## config.mk

```make
export PLATFORM = sky130hd
export DESIGN_NAME = wired_bus_arb
export DESIGN_NICKNAME = d
export VERILOG_FILES = /design/src/rtl/wba_pkg.sv /design/src/rtl/rr_pick.sv /design/src/rtl/wired_bus_arb.sv
export SDC_FILE = /design/constraint.sdc
export NUM_CORES = 1
export LEC_CHECK = 0
export CAP_MARGIN = 30
export CORE_UTILIZATION = 38
export DETAILED_ROUTE_END_ITERATION = 6
export PLACE_DENSITY = 0.8
export SETUP_SLACK_MARGIN = 0.02
export SLEW_MARGIN = 25
export SYNTH_ARGS = -nofsm -noshare
export SYNTH_HDL_FRONTEND = slang
export SYNTH_HIERARCHICAL = 1
export SYNTH_SLANG_ARGS = --single-unit
export TNS_END_PERCENT = 30
```

## constraint.sdc

```tcl
create_clock -name clk -period 2.1 [get_ports clk]
set_clock_uncertainty 0.2 [all_clocks]
set_input_delay 0.42 -clock clk [delete_from_list [all_inputs] [get_ports clk]]
set_output_delay 0.42 -clock clk [all_outputs]
set_load 0.02 [all_outputs]
```

## src/rtl/wba_pkg.sv

```systemverilog
// wba_pkg: shared FSM state type and burst counter width for wired_bus_arb
package wba_pkg;
  typedef enum logic [1:0] {IDLE, DRIVE, TURN} state_t;
  localparam int CNT_W = 4;
endpackage

```

## src/rtl/rr_pick.sv

```systemverilog
// rr_pick: combinational round-robin search starting one past the last winner
module rr_pick #(
  parameter int NREQ = 4,
  parameter int IW = $clog2(NREQ)
) (
  input  logic [NREQ-1:0] req,
  input  logic [IW-1:0]   last,
  output logic [IW-1:0]   win,
  output logic            valid
);
  logic [IW-1:0] idx;
  // scan from farthest to nearest so the nearest requester after last wins
  always_comb begin
    win = '0;
    valid = 1'b0;
    idx = '0;
    for (int i = NREQ; i >= 1; i--) begin
      idx = IW'((int'(last) + i) % NREQ);
      if (req[idx]) begin
        win = idx;
        valid = 1'b1;
      end
    end
  end
endmodule

```

## src/rtl/wired_bus_arb.sv

```systemverilog
// wired_bus_arb: round-robin shared-bus arbiter with bursts and turnaround (WBA_PARK_EN parks bus low in IDLE)
module wired_bus_arb
  import wba_pkg::*;
#(
  parameter int NREQ = 4,
  parameter int DW = 8,
  parameter int MAX_BURST = 4
) (
  input  logic                     clk,
  input  logic                     rst_n,
  input  logic [NREQ-1:0]          req,
  input  logic [NREQ-1:0][DW-1:0]  wdata,
  output logic [NREQ-1:0]          gnt,
  output logic                     bus_oe,
  output logic [DW-1:0]            bus_dout,
  output logic                     idle
);
  localparam int IW = $clog2(NREQ);
  state_t st, nxt;
  logic [IW-1:0] last, pick;
  logic pick_ok, grab, done, park;
  logic [CNT_W-1:0] cnt;
  rr_pick #(.NREQ(NREQ), .IW(IW)) u_pick (.req(req), .last(last), .win(pick), .valid(pick_ok));
  // next-state decision: burst end on release or limit, new grant from IDLE/TURN
  always_comb begin
    grab = st != DRIVE && pick_ok;
    done = st == DRIVE && (!req[last] || cnt == CNT_W'(MAX_BURST));
    nxt = st == DRIVE ? (done ? TURN : DRIVE) : (pick_ok ? DRIVE : IDLE);
`ifdef WBA_PARK_EN
    park = nxt == IDLE;
`else
    park = 1'b0;
`endif
  end
  // FSM with registered grant, enable, idle flag and burst counter
  always_ff @(posedge clk or negedge rst_n) begin
    if (!rst_n) begin
      st <= IDLE;
      gnt <= '0;
      bus_oe <= 1'b0;
      idle <= 1'b1;
      cnt <= '0;
      last <= '0;
    end else begin
      st <= nxt;
      last <= grab ? pick : last;
      gnt <= nxt == DRIVE ? (grab ? NREQ'(1) << pick : gnt) : '0;
      bus_oe <= nxt == DRIVE || park;
      idle <= nxt == IDLE;
      cnt <= grab ? CNT_W'(1) : (nxt == DRIVE ? cnt + 1'b1 : '0);
    end
  end
  assign bus_dout = st == DRIVE ? wdata[last] : '0;
endmodule
```

### After elaboration in Yosys (flattened, before gate mapping)

Cells that the tools add are included.

* reduce and logical (&&, ||, !) cells: 5
* multiplexer cells: 28
* add/sub/neg operators: 5
* shifts and indexed selects: 1
* eq/ne operators: 5
* $lt $le $gt $ge: 5

Operators by type and width (count)
* 8-bit binary-select mux with 2-bit select: 1
* 4-bit two-way mux: 4
* 8-bit two-way mux: 2
* 2-bit by 3-bit < comparator with 1-bit output, second input constant: 5
* 2-bit two-way mux: 6
* 1-bit binary-select mux with 2-bit select: 5
* 1-bit two-way mux: 10
* 2-bit by 1-bit adder with 2-bit output, second input constant: 2
* 2-bit adder, second input constant: 2
* 4-bit by 1-bit adder with 4-bit output, second input constant: 1
* 2-bit by 1-bit == test with 1-bit output, second input constant: 2
* 4-bit by 3-bit == test with 1-bit output, second input constant: 1
* 1-bit by 2-bit << shifter with 4-bit output, first input constant: 1
* 1-bit logical AND: 2
* 2-bit zero test: 1
* 2-bit by 1-bit != test with 1-bit output, second input constant: 1
* 2-bit != test, second input constant: 1
* 1-bit zero test: 1
* 1-bit logical OR: 1

* word-level logic and storage cells: 55
* output and inout bits: 14
* register bits after elaboration: 14

### Logic depth before layout (Yosys ltp)

* word-level depth: 12
* depth in mapped cells: 5
* mapped depth without buffers: 5

### Hierarchy

The synthesis kept the hierarchy.

Modules (own cells, without submodules)
* wired_bus_arb: area each 833.3 um2, cells an instance 65, instances 1, sequential area each 326.6 um2
* rr_pick: area each 91.3 um2, cells an instance 14, instances 1, sequential area each 0.0 um2

### Least setup slack after synthesis

No wires, ideal clock.

* path type: register -> output
* start: reg last[0]
* end: out bus_dout[0]
* slack: 0.182 ns
* buffers on the path: 1
* stages on the path, launching flop included: 4
* required time: 1.480 ns
* data arrival time: 1.298 ns
* cell sequence: dfrtp_1 > buf_6 > mux4_1 > and2_1

* longest elaborated chain between the ends: 3

Ends and longest elaborated chain
* start: declaration: line wired_bus_arb.sv:20 `logic [IW-1:0] last, pick;`
* start signal: assignment: line wired_bus_arb.sv:46 `last <= grab ? pick : last;`
* 8-bit binary-select mux with 2-bit select: line wired_bus_arb.sv:53 `assign bus_dout = st == DRIVE ? wdata[last] : '0;`
* 8-bit two-way mux (not written as such): line wired_bus_arb.sv:53
* 8-bit two-way mux: line wired_bus_arb.sv:53
* end: declaration: line wired_bus_arb.sv:15 `output logic [DW-1:0] bus_dout,`

No other way between the ends. The select of a mux whose other input is x is not followed.

### Worst setup path in the final report

* start: reg last[0]
* end: out bus_dout[3]

Same word-level chain as after synthesis.

==> metrics.md <==
| Metric | Value |
|---|---|
| Ranking of synthesized cells by area | dfrtp_1 32%, mux4_1 23%, and2_1 5.4%, inv_1 3.7%, dfstp_2 2.8% |
| Die Span X | 51.3 µm |
| Pin count of the biggest net entering global routing | 14 |
| Post-synthesis sequential area ratio | 35.3% |
| Sink Count | 13 |
| Pleak | 0.000665 µW |
| Port buffer count | 51 |
| Final Max Slew Viols | 0 |
| Final GP Congestion | 0.711 |
| Leading area contributor after synthesis | dfrtp_1 |
| Failing checks | setup timing |
| Final Setup Violations | 8 |
| Outcome | finished with violations |
| Max-cap violation count | 0 |
| Reg2Reg Depth | 6 |
| Power, Total | 2030 µW |
| DRC | 0 |
| CP peak stage delay | 0.50 ns |
| Hold Buf Count CTS | 0 |
| Synth top area share | 32.5% |
| Worst-margin pin slew | 0.564 ns |
| Placed insts | 160 |
| Pre-Repair DR Iteration Count | 2 |
| Cell row count | 17 |
| Antenna Violating Nets Remaining | 0 |
| Most frequent CP cell | buf_6 |
| Crit path DAT | 1.58 ns |
| Crit path required time | 1.48 ns |
| Hold Path Class | input port to asynchronous set/reset pin |
| Clk pin slew, worst setup/hold paths | 0.07 ns |
| Grt ovf | 0 |
| Placed wire-length estimate | 1870 µm |
| CTS H-Tree Depth | 1 |
| Syn Nets | 119 |
| Worst path buffer plus inverter count | 2 |
| Vias in the first global route | 962 |
| Root Driver | clkbuf_4 |
| Initial antenna violation count | 0 |
| RSZ-0062 raised after global routing | true |
| Number of vias per cell | 5.23 |
| Mapped Area | 925 µm² |
| # IOs | 52 |
| Non-filler instance count after layout | 168 |
| DRT Wirelength | 2550 µm |
| Type of origin of the critical path | flip-flop |
| Die area | 2630 µm² |
| Post-synthesis area per instance | 11.7 µm² |
| Peak supply drop | 0.000914 V |
| CP Capture Type | output pin |
| F_max | 0.455 GHz |
| Critical path class | flip-flop to output pin |
| Hold Vio Cnt, Final | 0 |
| Tot GR Track Use | 21.3% |
| Place WS | -0.538 ns |
| Synth warnings | 6 |
| Crit-path leading delay family | multiplexers |
| Die Y-Extent | 51.3 µm |
| Period utilisation layout | 105% |
| Routed len/inst | 15.2 µm |
| Fillers | 177 |
| CP Max Fanout | 4 |
| Final Worst Setup Slack | -0.0983 ns |
| Worst-Skew Late Latency | 0.28 ns |
| Yosys reg bits | 13 |
| Syn Inst Count | 79 |
| CTS tree | yes |
| Relative slew slack | 62.3% |
| Pwr Density | 1310 nW/µm² |
| Via Count | 879 |
| Ant diodes | 0 |
| CP Depth | 4 |
| Final Net Count | 181 |
| Slowest CP cell | mux4_2 |
| Initial drt markers | 11 |
| Multi-input logic area | 534 µm² |
| Share of cells above drive strength 1 | 31.4% |
| Core area | 2250 µm² |
| Number of buffers created by CTS | 3 |
| Starting Density | 41.0% |
| Largest buffer count on any clock path | 2 |
| First-pass GRT wire length | 4170 µm |
| Min Clock Period, post-route | 2.20 ns |
| Sequential standard cell area | 328 µm² |
| Area Growth Syn to Fin | 67.5% |
| Critical path, cell by cell | buf_6, mux4_2, and2_4, buf_6 |
| Synth unique cells | 30 |
==> final timing paths <==
check | start | end | slack [ns]
hold / removal | rst_n | cnt[1]$_DFF_PN0_ | 0.30
setup / recovery | last[0]$_DFFE_PN0P_ | bus_dout[3] | -0.1
hold reg to reg | gnt[0]$_DFFE_PN0P_ | gnt[0]$_DFFE_PN0P_ | 0.33
setup reg to reg | last[0]$_DFFE_PN0P_ | gnt[0]$_DFFE_PN0P_ | 0.19
max in group asynchronous | rst_n | last[0]$_DFFE_PN0P_ | 1.00
min in group clk | gnt[0]$_DFFE_PN0P_ | gnt[0]$_DFFE_PN0P_ | 0.33
==> power breakdown <==
part           switching [µW]  internal (µW)  total [µW]
clock                    78.8           73.7         153
sequential               95.8            348         444
combinational             609            828        1440
==> synth_stat cells <==
master and number:
a21bo_2 1, a21oi_1 3, a21oi_2 1, a31oi_1 1, and2_1 8, and2b_1 1
buf_6 1, clkbuf_1 1, clkbuf_2 1, dfrtp_1 12, dfstp_2 1, ha_1 2
inv_1 9, mux2_2 1, mux2i_1 1, mux4_1 8, mux4_2 1, nand2_1 3
nand2b_1 4, nand3_1 2, nand3_4 1, nand3b_1 1, nor2_1 6, nor2b_1 1
o21ai_0 1, o221ai_2 1, o22ai_1 2, o32ai_1 2, xnor2_1 1, xor2_1 1
==> cell type report <==
cell class | count | share of cell area [%]
Clock buffer | 4 | 1.70
Inverter | 9 | 2.18
Multi-Input combinational cell | 54 | 34.5
Sequential cell | 13 | 21.2
Tap cell | 28 | 2.26
Timing Repair Buffer | 60 | 38.2
==> cells in the final DEF, fill, tap and decap left out, types with 3 or more instances in the layout <==
| cell type | instances |
|---|---|
| a21oi_1 | 3 |
| and2_4 | 8 |
| buf_4 | 6 |
| buf_6 | 11 |
| clkbuf_4 | 3 |
| clkdlybuf4s50_1 | 37 |
| dfrtp_1 | 11 |
| dlygate4sd2_1 | 6 |
| inv_1 | 9 |
| mux4_2 | 9 |
| nand2_1 | 3 |
| nand2b_1 | 4 |
| nor2_1 | 6 |
==> metal layers <==
| metal | global-route usage [%] | part of all wire (%) | wire length (µm) |
|---|---|---|---|
| met1 | 24.6 | 40 | 1030 |
| met2 | 38.6 | 48 | 1230 |
| met3 | 4.76 | 10 | 263 |
| met4 | 6.76 | 1.2 | 30 |
| met5 | 0 | 0 | 0 |
==> cells by family after synthesis <==
group           Yosys count  synth area share (%)
xor+xnor                  2                  1.89
buf+inv                  12                  5.82
flops                    13                  35.3
mux                      11                  27.5
fa+ha+maj                 2                  2.71
simple gates             27                  17.1
compound gates           12                  9.74
==> repair_timing <==
action | 4_1_cts | 5_1_grt
pin swaps | 8 | 0
buffers inserted | 4 | 0
endpoints found under the setup margin | 8 | 8
gates resized for setup | 75 | 0
gates cloned | 0 | 0
==> registers in the layout (all words and copies together) (netlist names) <==
register / flops
cnt: 4
gnt: 4
last: 2
st: 2
idle: 1
==> metrics by stage <==
| stage | TNS (ns) | hold WS, ns | utilization (%) | area (µm²) |
|---|---|---|---|---|
| floorplan | 0 | -0.0756 | - | 925 |
| global placement | -4.15 | 0.315 | 66.0 | 1490 |
| detailed placement | -4.17 | 0.317 | 66.0 | 1490 |
| CTS | -0.670 | 0.312 | 68.7 | 1550 |
| global route | -1.07 | 0.343 | 68.7 | 1550 |
| finish | -0.667 | 0.302 | 68.7 | 1550 |
(Power assumes the default switching activity.)
